`src/rtl/lsu.sv`:
```
// Load/store unit: single outstanding data-bus access with grant/rvalid handshake and wait timeout.
// Optional LSU_MISALIGN_TRAP_EN: misaligned half/word accesses complete with an error instead of being aligned.
module lsu #(
   parameter int unsigned TIMEOUT_CYCLES = 255
) (
   input  logic        clk,
   input  logic        reset,
   input  logic        lsu_enable_ip,
   input  logic        lsu_we_ip,
   input  logic [1:0]  lsu_size_ip,
   input  logic        lsu_sign_ext_ip,
   input  logic [31:0] alu_result_ip,
   input  logic        alu_valid_ip,
   input  logic [31:0] lsu_wdata_ip,
   output logic        data_req_op,
   output logic [31:0] data_addr_op,
   output logic        data_we_op,
   output logic [3:0]  data_be_op,
   output logic [31:0] data_wdata_op,
   input  logic        data_gnt_ip,
   input  logic        data_rvalid_ip,
   input  logic [31:0] data_rdata_ip,
   output logic [31:0] lsu_rdata_op,
   output logic        lsu_valid_op,
   output logic        lsu_err_op,
   output logic        lsu_busy_op
);

   typedef enum logic [1:0] {IDLE, WAIT_GNT, WAIT_RVALID} state_t;

   // Abort happens on the edge that would take the counter to TIMEOUT_CYCLES.
   localparam logic [7:0] LAST_CNT = 8'(TIMEOUT_CYCLES - 1);

   state_t      state, state_nx;
   logic [7:0]  cnt, cnt_nx;
   logic        capture, done, fail, trap;

   logic [31:0] addr_q, wdata_q, rdata_q;
   logic [3:0]  be_q;
   logic [1:0]  size_q, off_q;
   logic        we_q, sign_q, valid_q, err_q;

   logic [1:0]  off_new;
   logic [3:0]  be_new;
   logic [31:0] wdata_new;
   logic [7:0]  rd_byte;
   logic [15:0] rd_half;
   logic [31:0] load_data;

`ifdef LSU_MISALIGN_TRAP_EN
   assign trap = ((lsu_size_ip == 2'b01) && alu_result_ip[0]) ||
                 (lsu_size_ip[1] && (alu_result_ip[1:0] != 2'b00));
`else
   assign trap = 1'b0;
`endif

   always_comb begin
      off_new   = '0;
      be_new    = '1;
      wdata_new = lsu_wdata_ip;
      case (lsu_size_ip)
         2'b00: begin
            off_new   = alu_result_ip[1:0];
            be_new    = 4'b0001 << alu_result_ip[1:0];
            wdata_new = {4{lsu_wdata_ip[7:0]}};
         end
         2'b01: begin
            off_new   = {alu_result_ip[1], 1'b0};
            be_new    = 4'b0011 << {alu_result_ip[1], 1'b0};
            wdata_new = {2{lsu_wdata_ip[15:0]}};
         end
         default: ;
      endcase
   end

   always_comb begin
      case (off_q)
         2'd1:    rd_byte = data_rdata_ip[15:8];
         2'd2:    rd_byte = data_rdata_ip[23:16];
         2'd3:    rd_byte = data_rdata_ip[31:24];
         default: rd_byte = data_rdata_ip[7:0];
      endcase
      rd_half = off_q[1] ? data_rdata_ip[31:16] : data_rdata_ip[15:0];
      case (size_q)
         2'b00:   load_data = {{24{sign_q & rd_byte[7]}}, rd_byte};
         2'b01:   load_data = {{16{sign_q & rd_half[15]}}, rd_half};
         default: load_data = data_rdata_ip;
      endcase
   end

   always_ff @(posedge clk or negedge reset) begin
      if (!reset) begin
         state <= IDLE;
         cnt   <= '0;
      end else begin
         state <= state_nx;
         cnt   <= cnt_nx;
      end
   end

   always_comb begin
      state_nx = state;
      cnt_nx   = '0;
      capture  = 1'b0;
      done     = 1'b0;
      fail     = 1'b0;
      case (state)
         IDLE: begin
            if (lsu_enable_ip && alu_valid_ip) begin
               if (trap) begin
                  done = 1'b1;
                  fail = 1'b1;
               end else begin
                  capture  = 1'b1;
                  state_nx = WAIT_GNT;
               end
            end
         end
         WAIT_GNT: begin
            if (data_gnt_ip) begin
               state_nx = WAIT_RVALID;
            end else if (cnt == LAST_CNT) begin
               state_nx = IDLE;
               done     = 1'b1;
               fail     = 1'b1;
            end else begin
               cnt_nx = cnt + 8'd1;
            end
         end
         WAIT_RVALID: begin
            if (data_rvalid_ip) begin
               state_nx = IDLE;
               done     = 1'b1;
            end else if (cnt == LAST_CNT) begin
               state_nx = IDLE;
               done     = 1'b1;
               fail     = 1'b1;
            end else begin
               cnt_nx = cnt + 8'd1;
            end
         end
         default: state_nx = IDLE;
      endcase
   end

   always_ff @(posedge clk or negedge reset) begin
      if (!reset) begin
         addr_q  <= '0;
         wdata_q <= '0;
         be_q    <= '0;
         we_q    <= 1'b0;
         size_q  <= '0;
         off_q   <= '0;
         sign_q  <= 1'b0;
         valid_q <= 1'b0;
         err_q   <= 1'b0;
         rdata_q <= '0;
      end else begin
         if (capture) begin
            addr_q  <= {alu_result_ip[31:2], 2'b00};
            wdata_q <= wdata_new;
            be_q    <= be_new;
            we_q    <= lsu_we_ip;
            size_q  <= lsu_size_ip;
            off_q   <= off_new;
            sign_q  <= lsu_sign_ext_ip;
         end
         valid_q <= done;
         if (done) begin
            err_q   <= fail;
            rdata_q <= (fail || we_q) ? '0 : load_data;
         end
      end
   end

   assign data_req_op   = (state == WAIT_GNT);
   assign lsu_busy_op   = (state != IDLE);
   assign data_addr_op  = addr_q;
   assign data_we_op    = we_q;
   assign data_be_op    = be_q;
   assign data_wdata_op = wdata_q;
   assign lsu_valid_op  = valid_q;
   assign lsu_err_op    = err_q;
   assign lsu_rdata_op  = rdata_q;

endmodule

```
`config.mk`:
```
export PLATFORM = sky130hd
export DESIGN_NAME = lsu
export DESIGN_NICKNAME = d
export VERILOG_FILES = /design/src/rtl/lsu.sv
export SDC_FILE = /design/constraint.sdc
export NUM_CORES = 1
export LEC_CHECK = 0
export CAP_MARGIN = 5
export CELL_PAD_IN_SITES_DETAIL_PLACEMENT = 1
export CELL_PAD_IN_SITES_GLOBAL_PLACEMENT = 1
export CORE_MARGIN = 2
export CORE_UTILIZATION = 34
export DETAILED_ROUTE_END_ITERATION = 6
export PLACE_DENSITY_LB_ADDON = 0.1
export SYNTH_ARGS = -nofsm -noshare
export SYNTH_HDL_FRONTEND = slang
export SYNTH_SLANG_ARGS = --single-unit
```
`constraint.sdc`:
```
create_clock -name clk -period 2 [get_ports clk]
set_input_delay 0.3 -clock clk [delete_from_list [all_inputs] [get_ports clk]]
set_output_delay 0.3 -clock clk [all_outputs]
set_load 0.1 [all_outputs]
```
; Word-level counts from Yosys, hierarchy flattened
; Index checks and enable logic that the tools add are counted.
; W data, S select, Z words.
[totals]
inputBits = 106
wordCells = 56
out_inout_bits = 105
n_memories = 0
ramBits = 0
latch_bits = 0
reg_bits = 116
romBits = 0
[classes]
n_reduce_logical = 6
n_eq_ne = 9
n_mul = 0
div = 0
n_shift = 2
n_addsub = 1
n_mux = 24
bitwise_logic = 2
order_cmp = 0
[ops]
columns = cell, n
row1 = $pmux W32 S2, 2
row2 = $mux W32, 1
row3 = $mux W8, 3
row4 = $pmux W8 S3, 1
row5 = $mux W16, 1
row6 = $pmux W8 S2, 1
row7 = $add A8 B1 Y8 const B, 1
row8 = $eq A2 B1 Y1 const B, 4
row9 = $eq A8 B8 Y1 const B, 1
row10 = $mux W2, 4
row11 = $pmux W4 S2, 1
row12 = $eq A2 B2 Y1 const B, 3
row13 = $logic_not A2 Y1, 3
row14 = $mux W1, 6
row15 = $pmux W2 S3, 1
row16 = $pmux W1 S2, 2
row17 = $pmux W2 S2, 1
row18 = $shl A1 B2 Y4 const A, 1
row19 = $shl A2 B2 Y4 const A, 1
row20 = $and A1 B1 Y1, 2
row21 = $ne A2 B2 Y1 const B, 1
row22 = $reduce_bool A2 Y1, 1
row23 = $logic_and A1 B1 Y1, 1
row24 = $logic_or A1 B1 Y1, 1

; Depth between registers and ports, before layout
[depth]
word_depth = 6
ltp_mapped = 10
mapped_depth_nobuf = 7

; Least setup slack after synthesis
; OpenSTA, ideal clock, no wires.
[synth_timing]
path_kind = register to register
from = register state[1]
to = register err_q (netlist: lsu_err_op)
t_required_ps = 1880
path_stages_with_launch = 9
setup_time_ps = 120
t_arrival_ps = 2393
path_slack_ps = -513
cell_sequence = dfrtp_1 inv_1 ha_1 nor2b_1 nand4_4 o21a_1 buf_6 buf_6 a21o_1
[synth_between]
elab_chain_len = 2
elab_cells_between_ends = 4
cone_classes = 2 x eq/ne / 2 x mux
[synth_lines]
columns = item, line_no
row1 = start: declaration, 34  ; state_t state, state_nx;
row2 = start signal: assignment, 96  ; state <= state_nx;
row3 = $eq A2 B1 Y1 *, -
row4 = named net data_req_op, 15  ; output logic data_req_op,
row5 = $pmux W1 S2, 107  ; case (state)
row6 = end signal: assignment, 170  ; err_q <= fail;
row7 = end: declaration, 41  ; logic we_q, sign_q, valid_q, err_q;
; The timed path passes the listed nets; every way through them passes the cells marked *.
; A chain may end at the register's enable or synchronous reset.

; Final worst setup path
[layout_timing]
from = register state[0]
to = register rdata_q[5] (netlist: lsu_rdata_op[5])
[layout_between]
elab_chain_len = 4
elab_cells_between_ends = 6
cone_classes = 2 x eq/ne / 3 x mux / 1 x reduce/logical
[layout_lines]
columns = item, line_no
row1 = $eq A2 B2 Y1 or $eq A2 B1 Y1 (tied branches), 107
row2 = $pmux W1 S2, 107
row3 = $logic_or A1 B1 Y1, 171  ; rdata_q <= (fail || we_q) ? '0 : load_data;
row4 = $mux W32, 171
row5 = end signal: assignment, 171
row6 = end: declaration, 38  ; logic [31:0] addr_q, wdata_q, rdata_q;
; Several ways; a longest one is shown, not always the timed one.

==> results_dict.tcl <==
set metrics [dict create \
    synth-seq-cells 116 \
    place_ws_ns -0.104 \
    vias 4827 \
    dpl.cell_count 927 \
    ys_seq_area_share_pct 50.6 \
    synth_area_leaders "dfrtp_1 51%, mux2_2 8.2%, mux2i_1 5.2%, o21ai_0 2.9%, o32ai_2 2.8%" \
    max_stage_delay_ns 0.42 \
    cts_buffers 17 \
    timing.final.crit_share_pct 94.8 \
    whs_ns 0.408 \
    layout_min_cycle_time_ns 1.90 \
    clock_latency_ns 0.41 \
    num_io_pins 211 \
    slew_viol_final 0 \
    fin_cells 961 \
    grt-ovfl-total 0 \
    insertedDiodeCount 0 \
    worstPathCellList "inv_1 > ha_1 > nor2b_1 > o2111a_1 > or2_1 > o31ai_1" \
    grt_pass1_vias 5282 \
    setup_viol 0 \
    fp.coreArea_mm2 0.0165 \
    die_area_mm2 0.0179 \
    synth-edff-count 0 \
    mostFrequentLayoutCells "133 x buf_4, 116 x dfrtp_1, 104 x clkdlybuf4s50_1" \
    postSynthAreaPerCell_um2 11.5 \
    fin_skew_ns 0.00912 \
    cp-end-kind "flop" \
    drc 0 \
    async_flop_share_pct 100 \
    drive_above_1_share_pct 34.8 \
    cts.sinks 116 \
    grtUsageTotal_pct 21.2 \
    crit_type "reg2reg" \
    yosysWarnings 0 \
    min_path_type "in2async" \
    r2r-end "lsu_rdata_op[5]$_DFFE_PN0P_" \
    hold_violations 0 \
    tns_ns 0 \
    drtAntennaViolNets 0 \
    syn_inst 498 \
    routedWlPerCell_um 19.1 \
    cpLargestDelayFamily "compound AO/OA/AOI/OAI gates" \
    final_common_cell "buf_4" \
    max_slew_margin_pct 63.5 \
    cts_tree "built" \
    clkTransAtPathRegs_ns 0.06 \
    start_kind "flop" \
    yosys.area.top_type_share_pct 50.6 \
    gp_congestion 0.799 \
    cp_slowest_cell "dfrtp_1" \
    reg2reg_from "state[0]$_DFFE_PN0P_" \
    first_pass_iters 4 \
    yosys.area.top_type "dfrtp_1" \
    max_cap_viol_count 0 \
    initial_core_util_pct 34.7 \
    rsz0062_at_grt "false" \
    routed_wirelength_mm 18.4 \
    rr_worst_depth 6 \
    cts-root-buf "clkbuf_16" \
    drtIter0Drc 151 \
    synthFlopType "dfrtp_1" \
    r2r_slack_ns 0.10 \
    worst_pin_slew_ns 0.548 \
    cp.arrival_ns 2.20 \
    worst_slack_ns 0.105 \
    dp_hpwl_mm 13.7 \
    cp_max_fo 7 \
    htree_num_levels 4 \
    grt_start_max_net_pins 53 \
    fp.dieH_um 134 \
    synthToLayoutAreaGrowth_pct 52.4 \
    die_w_um 134 \
    final_nets 840 \
    grt_pass1_wl_mm 29.3 \
    crit_buf_inv 1 \
    antenna_found_initial 0 \
    cts_buffer_depth 2 \
    netlist_area_mm2 0.00573 \
    yosys.cell_types.count 53 \
    io_buffers 208 \
    viasPerCell 5.02 \
    cp_data_required_time_ns 2.30 \
    fmax_mhz 528 \
    status "finished, final reports clean" \
    rows 47 \
]
## per-stage QoR
| stage | utilization (%) | cell area [um^2] |
|---|---|---|
| final | 52.9 | 8730 |
| after global placement | 48.6 | 8040 |
| after detailed placement | 48.6 | 8040 |
| after global routing | 52.9 | 8730 |
| after floorplan | - | 5750 |
| after CTS | 52.6 | 8690 |
## routing by layer
metal,track usage (%),share of wire (%),up-vias
met5,0,0,-
met2,36.2,51,139
met3,8.31,7.4,20
li1,-,-,2261
met4,6.26,1.7,0
met1,24.6,40,2407
## final cells by class
class | instances | area [um^2]
multi-input cells | 321 | 2580
inverters | 25 | 98.8
clock inverters | 12 | 176
flip-flops and latches | 116 | 2900
fillers | 1742 | 7790
repair buffers | 247 | 2230
well taps | 220 | 275
clock buffers | 20 | 467
## flip-flops by register name (all words and copies together) (netlist names)
signal         cells
cnt                8
data_addr_op      30
data_be_op         4
data_wdata_op     32
data_we_op         1
lsu_err_op         1
lsu_rdata_op      32
lsu_valid_op       1
off_q              2
sign_q             1
size_q             2
state              2
## worst reg2reg max path, stage by stage (launching register included)
cell and delay, ns:
dfrtp_1 0.42, inv_1 0.12, ha_1 0.26, nor2b_1 0.14
o2111a_1 0.24, or2_1 0.32, o31ai_1 0.28
## cell families after synthesis
group / synth area share, %
compound gates: 17.8
xor+xnor: 0.917
fa+ha+maj: 1.31
buf+inv: 5.50
flops: 50.6
mux: 14.7
other cells: 0.0654
simple gates: 9.10
## worst max path at each step
stage                                         to  cells past startpoint  slack, ns            startpoint
floorplan                 lsu_err_op$_DFFE_PN0P_                      8       0.05  state[1]$_DFFE_PN0P_
global placement     lsu_rdata_op[9]$_DFFE_PN0P_                      5     -0.007     data_rdata_ip[31]
detailed placement   lsu_rdata_op[8]$_DFFE_PN0P_                      5      -0.10     data_rdata_ip[31]
CTS                 lsu_rdata_op[25]$_DFFE_PN0P_                      7       0.03  state[0]$_DFFE_PN0P_
global route         lsu_rdata_op[0]$_DFFE_PN0P_                      6      0.004  state[0]$_DFFE_PN0P_
finish               lsu_rdata_op[5]$_DFFE_PN0P_                      6       0.10  state[0]$_DFFE_PN0P_
## cell usage after synthesis, drive strengths merged (4+ instances only)
master,count
mux2,42
mux2i,30
nand2b,8
o221a,5
inv,23
o32ai,16
ha,6
nand3,5
o2bb2ai,9
a221oi,10
nor2,36
nand2,43
a21oi,16
a22o,9
o31ai,8
xor2,4
clkbuf,13
nor4bb,5
dfrtp,116
buf,24
o211ai,7
o21ai,34
## timing repair
item,4_1_cts,5_1_grt
endpoints found under the hold margin,34,0
buffers inserted,0,1
endpoints found under the setup margin,23,16
gates resized for setup,2,5
hold buffers,1,0
Power is not shown: default switching activity piles up to over one toggle a cycle in this logic, so the estimate is an artifact.
